**src/rtl/data_matrix_fetch_drive.sv**
```systemverilog
// LC-3 instruction-fetch sequencer: latches PC into MAR, reads memory with a
// ready handshake, then drives MDR onto the OR-bus while strobing ld_ir once.
module data_matrix_fetch_drive #(
  parameter int MEM_TIMEOUT = 255,
  parameter int TO_W        = 8
) (
  input  logic        clk,
  input  logic        rst,
  input  logic        fetch_start,
  input  logic [15:0] pc,
  input  logic [15:0] mem_rdata,
  input  logic        mem_r,
  output logic        mem_en,
  output logic [15:0] mem_addr,
  output logic [15:0] bus,
  output logic        gate_mdr,
  output logic        ld_ir,
  output logic        pc_inc,
  output logic        fetch_done,
  output logic        fetch_err,
  output logic        busy,
  output logic [1:0]  o_dbg_state
);

  typedef enum logic [1:0] {
    S_IDLE  = 2'd0,
    S_WAIT  = 2'd1,
    S_DRIVE = 2'd2
  } state_t;

  localparam bit            LP_TO_EN = (MEM_TIMEOUT != 0);
  localparam logic [TO_W-1:0] LP_LAST = TO_W'(MEM_TIMEOUT - 1);

  state_t          r_state;
  logic [15:0]     r_mar;
  logic [15:0]     r_mdr;
  logic [TO_W-1:0] r_cnt;
  logic            r_pc_inc;
  logic            r_err;
  logic            w_drive;

  // Memory handshake: mem_en is held for every WAIT cycle; a read completes on
  // the first rising edge where mem_en=1 and mem_r=1, and mem_rdata is taken
  // on that edge. mem_r is don't-care whenever mem_en=0.
  always_ff @(posedge clk or posedge rst) begin
    if (rst) begin
      r_state  <= S_IDLE;
      r_mar    <= 16'h0000;
      r_mdr    <= 16'h0000;
      r_cnt    <= '0;
      r_pc_inc <= 1'b0;
      r_err    <= 1'b0;
    end else begin
      r_pc_inc <= 1'b0;
      case (r_state)
        S_IDLE: begin
          if (fetch_start) begin
            r_mar    <= pc;
            r_err    <= 1'b0;
            r_cnt    <= '0;
            r_pc_inc <= 1'b1;
            r_state  <= S_WAIT;
          end
        end
        S_WAIT: begin
          if (mem_r) begin
            r_mdr   <= mem_rdata;
            r_state <= S_DRIVE;
          end else if (LP_TO_EN && (r_cnt == LP_LAST)) begin
            // Ready on the limit edge wins over the abort via the branch order.
            r_err   <= 1'b1;
            r_state <= S_IDLE;
          end else begin
            r_cnt <= r_cnt + 1'b1;
          end
        end
        S_DRIVE: r_state <= S_IDLE;
        default: r_state <= S_IDLE;
      endcase
    end
  end

  assign w_drive     = (r_state == S_DRIVE);
  assign mem_en      = (r_state == S_WAIT);
  assign mem_addr    = r_mar;
  assign gate_mdr    = w_drive;
  assign ld_ir       = w_drive;
  assign fetch_done  = w_drive;
  assign bus         = w_drive ? r_mdr : 16'h0000;
  assign pc_inc      = r_pc_inc;
  assign fetch_err   = r_err;
  assign busy        = (r_state != S_IDLE);
  assign o_dbg_state = r_state;

endmodule

```
**config.mk**
```make
export PLATFORM = sky130hd
export DESIGN_NAME = data_matrix_fetch_drive
export DESIGN_NICKNAME = d
export VERILOG_FILES = /design/src/rtl/data_matrix_fetch_drive.sv
export SDC_FILE = /design/constraint.sdc
export NUM_CORES = 1
export LEC_CHECK = 0
export CAP_MARGIN = 10
export CELL_PAD_IN_SITES_DETAIL_PLACEMENT = 2
export CELL_PAD_IN_SITES_GLOBAL_PLACEMENT = 2
export CORE_UTILIZATION = 24
export DETAILED_ROUTE_END_ITERATION = 16
export PLACE_DENSITY = 0.8
export SETUP_SLACK_MARGIN = 0.1
export SYNTH_ARGS = -nofsm -noshare
export SYNTH_HDL_FRONTEND = slang
export SYNTH_SLANG_ARGS = --single-unit
```
**constraint.sdc**
```tcl
create_clock -name clk -period 1.6 [get_ports clk]
set_input_delay 0.24 -clock clk [delete_from_list [all_inputs] [get_ports clk]]
set_output_delay 0.24 -clock clk [all_outputs]
set_load 0.005 [all_outputs]
```
==> flow_summary.yaml, run 1 <==
sta:
  maxSlewViolCount: 0
  setup-violations-final: 37
  setup_ws_ps: -110
  max_freq_mhz: 585
  finalSetupTns_ps: -2330
  rsz0062_at_grt: "true"
  fin_crit_sh_pct: 107
  fin_skew_ps: 2.40
  tightest_slew_ps: 301
  slew_headroom_pct: 80.0
  whs_ps: 281
  period_needed_ps: 1710
  hold_viol_final: 0
grt:
  grt_usage_pct: 15.2
  grt_max_degree: 45
  grt_pass1_vias: 1787
  grt_overflow: 0
  antenna_found_initial: 0
  grt_pass1_wl_mm: 9.71
yosys:
  syn_area_um2: 1940
  synth_nets: 183
  yosys-top-cells-count: "dfrtp_1 (44), mux2_2 (34), and2_1 (18)"
  async_reset_ff_share_pct: 100
  ys_seq_elements: 44
  yosysSeqAreaShare_pct: 56.8
  synth_area_leader_cell: "dfrtp_1"
  synthTopCellsByArea: "dfrtp_1 (57%), mux2_2 (20%), and2_1 (5.8%), buf_4 (1.5%), a31oi_1 (1.3%)"
  synth_cell_types: 31
  synth_top_area_share_pct: 56.8
  syn_inst: 145
  ys_dominant_reg_cell: "dfrtp_1"
  synth.most_common_cell: "dfrtp_1"
  syn_avg_cell_area_um2: 13.4
  synth-warning-count: 0
  synth-edff-count: 0
critical_path:
  startpoint_type: "flop"
  worst_setup_path_end_kind: "output pin"
  worstPathArrival_ps: 1470
  cp.required_ps: 1360
  path_class: "flop to output pin"
  crit_fanout: 8
die:
  num_rows: 32
  start_util_pct: 25.0
  die_w_um: 91.9
  die_area_um2: 8440
  ios: 77
  dieHeight_um: 91.9
  core_area_um2: 7770
layout:
  area_delta_synth_final_pct: 77.5
  nNetsFinal: 287
  layout-drive-gt1-share_pct: 48.4
  antenna_cells: 0
  design_area_um2: 3440
  fillers: 771
  stdcell_count: 352
  final_util_pct: 44.3
placement:
  dpl_cell_area_um2: 2990
  dp_slack_ps: -257
  dp.cells: 333
  hpwl_mm: 3.88
  numPortBuffers: 76
  gp_congestion: 0.804
route:
  drt-met1-wl_mm: 2.44
  routed_wl_mm: 6.19
  wl_per_cell_um: 17.6
  remaining_drc_errors: 0
  num_vias: 1560
  dr_wl_met3_um: 354
  dr.pass1.iters: 4
  dr_wl_met2_mm: 3.34
  top_layer: "met4"
  drtAntennaViolNets: 0
  viasPerCell: 4.43
  dr.first_iter.drc_count: 55
power_and_ir_drop:
  total_power_mw: 4.78
  peakVddDrop_mv: 0.652
  p_per_area_nw_per_um2: 1390
  leakage_nw: 1.61
clock_tree:
  clock_latency_ps: 300
  cts_buffers: 5
  clockBufferDepth: 2
  cts_tree: "yes"
  cts.htree.levels: 2
  cts_sinks: 44
  cts-root-buf: "clkbuf_8"
  path_clk_slew_ps: 90
  hold_buffers: 0
outcome:
  violations: "negative setup slack"
  status: "complete, but fails checks"
job:
  drv_cap: 0
hold_path:
  hp-class: "input port to async pin"
==> path summary, 6_finish.rpt <==
check | slack, ps | start | to | depth (start not counted)
worst min-delay path | 280 | rst | r_mdr[8] | 3
max in group asynchronous | 1100 | rst | r_mdr[4] | 3
worst max register to register | -110 | o_dbg_state[1] | r_cnt[1] | 6
worst min register to register | 510 | r_mdr[1] | r_mdr[1] | 1
worst max-delay path | -110 | o_dbg_state[0] | bus[15] | 5
min in group clk | 510 | r_mdr[1] | r_mdr[1] | 1
==> state kept, by name, summed over array words and instances, names as in the netlist <==
| name | count |
|---|---|
| fetch_err | 1 |
| r_mdr | 16 |
| o_dbg_state | 2 |
| mem_addr | 16 |
| pc_inc | 1 |
| r_cnt | 8 |
==> cell families (layout without fill, tap and decap cells) <==
| group | count (synthesis) | in the layout | synth area share [%] |
|---|---|---|---|
| adder cells (fa/ha/maj) | 2 | 2 | 1.29 |
| AO/OA/AOI/OAI | 11 | 11 | 4.58 |
| flip-flops | 44 | 44 | 56.8 |
| multiplexers | 34 | 34 | 19.7 |
| AND/OR/NAND/NOR | 42 | 42 | 14.5 |
| buffers and inverters | 12 | 117 | 3.16 |
==> where the power goes <==
group	leakage (nW)	internal, mW	switching (mW)	total (mW)
clock	0.0479	0.305	0.407	0.712
sequential	0.536	1.55	0.279	1.83
combinational	1.02	1.52	0.715	2.24
==> layout by cell type (no fill, tap or decap), drive strengths merged, types with 2 or more instances in the layout <==
| cell type | Yosys | routed |
|---|---|---|
| and2 | 18 | 18 |
| nor2 | 2 | 2 |
| and3 | 3 | 3 |
| buf | 5 | 49 |
| nand2 | 5 | 5 |
| clkinv | 0 | 3 |
| a31oi | 4 | 4 |
| nor2b | 3 | 3 |
| a21oi | 3 | 3 |
| clkdlybuf4s50 | 0 | 52 |
| clkbuf | 1 | 5 |
| nor3 | 2 | 2 |
| inv | 6 | 6 |
| ha | 2 | 2 |
| dfrtp | 44 | 44 |
| a221o | 2 | 2 |
| mux2 | 34 | 34 |
==> routing by layer <==
layer  global-route usage [%]  up-vias
met5                        0        -
met4                     3.13        0
met3                     4.39        5
met2                     28.9       58
met1                     16.6      790
li1                         -      707
==> repair_timing <==
item,CTS,global route
gates cloned,2,0
resized for setup,154,18
pin swaps,23,1
setup endpoints to repair,46,64
setup buffers,9,1
==> worst max-delay path, stage by stage, from the launching register on <==
cell,delay (ps)
dfrtp_1,400
and2b_4,300
buf_6,120
buf_16,110
and2_4,150
buf_6,90
==> area by class of cell <==
type                            count  area [um^2]  share of cell area, %
Multi-Input combinational cell     89          966                   28.1
Timing Repair Buffer              103         1140                   33.1
Clock inverter                      3         18.8                  0.545
Clock buffer                        5         68.8                   2.00
Inverter                            6         22.5                  0.654
Sequential cell                    44         1100                   32.0
Tap cell                          102          128                   3.71
(Power assumes the default switching activity.)
==> run 2: changes to the inputs <==
- ABC_CLOCK_PERIOD_IN_PS: not set -> 1600
- SLEW_MARGIN: not set -> 25
==> results of run 2 <==
Same layout as run 1: the final DEF is identical, and so are final timing and power.
==> run 3: changes to the inputs <==
- PLACE_DENSITY: 0.8 -> not set
- PLACE_DENSITY_LB_ADDON: not set -> 0.1
==> run 3 against run 2 <==
The flow still finishes with violations (negative setup slack). First-iteration DRC count increased by 13%. Routed wire length decreased by 0.47%. Sequential power about the same. Critical endpoint unchanged.
==> flow_summary.yaml, run 3 (synthesized netlist as in run 1, its figures left out) <==
outcome:
  status: "complete, but fails checks"
  violations: "negative setup slack"
clock_tree:
  path_clk_slew_ps: 90
  cts_buffers: 5
  cts_sinks: 44
  hold_buffers: 0
  cts_tree: "yes"
  clock_latency_ps: 300
  cts-root-buf: "clkbuf_8"
  clockBufferDepth: 2
  cts.htree.levels: 2
job:
  drv_cap: 0
route:
  remaining_drc_errors: 0
  wl_per_cell_um: 17.4
  num_vias: 1571
  viasPerCell: 4.45
  dr.pass1.iters: 3
  dr.first_iter.drc_count: 62
  drtAntennaViolNets: 0
  routed_wl_mm: 6.16
sta:
  setup-violations-final: 22
  setup_ws_ps: -75.5
  rsz0062_at_grt: "true"
  maxSlewViolCount: 0
  tightest_slew_ps: 367
  fin_skew_ps: 5.16
  hold_viol_final: 0
  fin_crit_sh_pct: 105
  period_needed_ps: 1680
  slew_headroom_pct: 75.5
  max_freq_mhz: 597
layout:
  stdcell_count: 353
  layout.cells.most_common: "clkdlybuf4s50_1"
  layout-drive-gt1-share_pct: 46.6
  layout_common_cells: "clkdlybuf4s50_1 (53), dfrtp_1 (44), buf_6 (30)"
  area_delta_synth_final_pct: 75.2
  antenna_cells: 0
  nNetsFinal: 288
  design_area_um2: 3400
critical_path:
  slowest_stage: "dfrtp_1"
  reg2reg_slack_ps: -70
  worstReg2RegStart: "o_dbg_state[1]"
  crit_family: "flip-flops"
  crit_chain: "and2b_2 -> buf_6 -> buf_6 -> and2_4 -> buf_6"
  slowest_delay_ps: 400
  cp.required_ps: 1360
  startpoint_type: "flop"
  path_class: "flop to output pin"
  reg2reg_depth: 6
  crit_path_frequent_cell: "buf_6"
  cp_num_buf_inv: 3
  r2r-end: "r_cnt[1]"
  worst_setup_path_end_kind: "output pin"
  crit_fanout: 5
  worstPathArrival_ps: 1440
grt:
  antenna_found_initial: 0
  grt_pass1_vias: 1954
  grt_overflow: 0
  grt_max_degree: 30
  grt_pass1_wl_mm: 10.2
  grt_usage_pct: 15.8
die:
  ios: 77
  dieHeight_um: 91.9
  num_rows: 32
  die_w_um: 91.9
  start_util_pct: 25.0
  die_area_um2: 8440
  core_area_um2: 7770
placement:
  dpl_cell_area_um2: 2940
  hpwl_mm: 4.19
  numPortBuffers: 76
  gp_congestion: 0.733
  dp.cells: 332
power_and_ir_drop:
  peakVddDrop_mv: 0.544
  leakage_nw: 1.54
  p_per_area_nw_per_um2: 1430
hold_path:
  hp-class: "input port to async pin"
[run 3: report_power, final]
part	leakage, nW	switching (mW)	internal (mW)
sequential	0.536	0.257	1.55
clock	0.0645	0.399	0.552
combinational	0.937	0.700	1.39
[run 3: final cells by class]
type                    instances  area [um^2]
clock buffers                   7         96.3
clock inverters                 1         30.0
fillers                       791         4370
inverters                       6         22.5
multi-input cells              89          873
flip-flops and latches         44         1100
well taps                     102          128
repair buffers                104         1150
[run 3: worst max-delay path by stage]
stage / startpoint / endpoint / slack, ps / cells after the start
4_1_cts: o_dbg_state[0] / bus[10] / -80 / 5
5_1_grt: o_dbg_state[0] / bus[10] / -140 / 5
2_1_floorplan: o_dbg_state[1] / r_cnt[1] / 30 / 5
3_5_place_dp: mem_r / r_cnt[1] / -230 / 6
3_3_place_gp: mem_r / r_cnt[1] / -210 / 6
6_report: o_dbg_state[1] / bus[15] / -80 / 5
[run 3: metal layers]
metal | up-vias | share of wire [%] | track usage, %
met5 | - | 0 | 0
met4 | 0 | 1.1 | 3.91
met3 | 7 | 6.3 | 5.06
met2 | 56 | 54 | 30.0
met1 | 797 | 38 | 16.8
li1 | 711 | - | -
[run 3: stage by stage]
stage | worst slack, ps | hold WS (ps) | util (%) | power, mW | setup TNS (ps)
floorplan | 33.0 | 390 | - | 2.52 | 0
global placement | -215 | 479 | 37.9 | 3.43 | -1500
detailed placement | -229 | 488 | 37.9 | 3.54 | -2140
CTS | -81.8 | 240 | 43.3 | 4.85 | -1000
global route | -143 | 267 | 43.7 | 5.14 | -2770
finish | -75.5 | 229 | 43.7 | 4.85 | -930
[run 3: repair_timing]
action                                  CTS  global route
endpoints found under the setup margin   62            61
setup buffers                             9             1
pin swaps                                19             3
resized for setup                       134            12
gates cloned                              4             0
hold endpoints to repair                  0             0
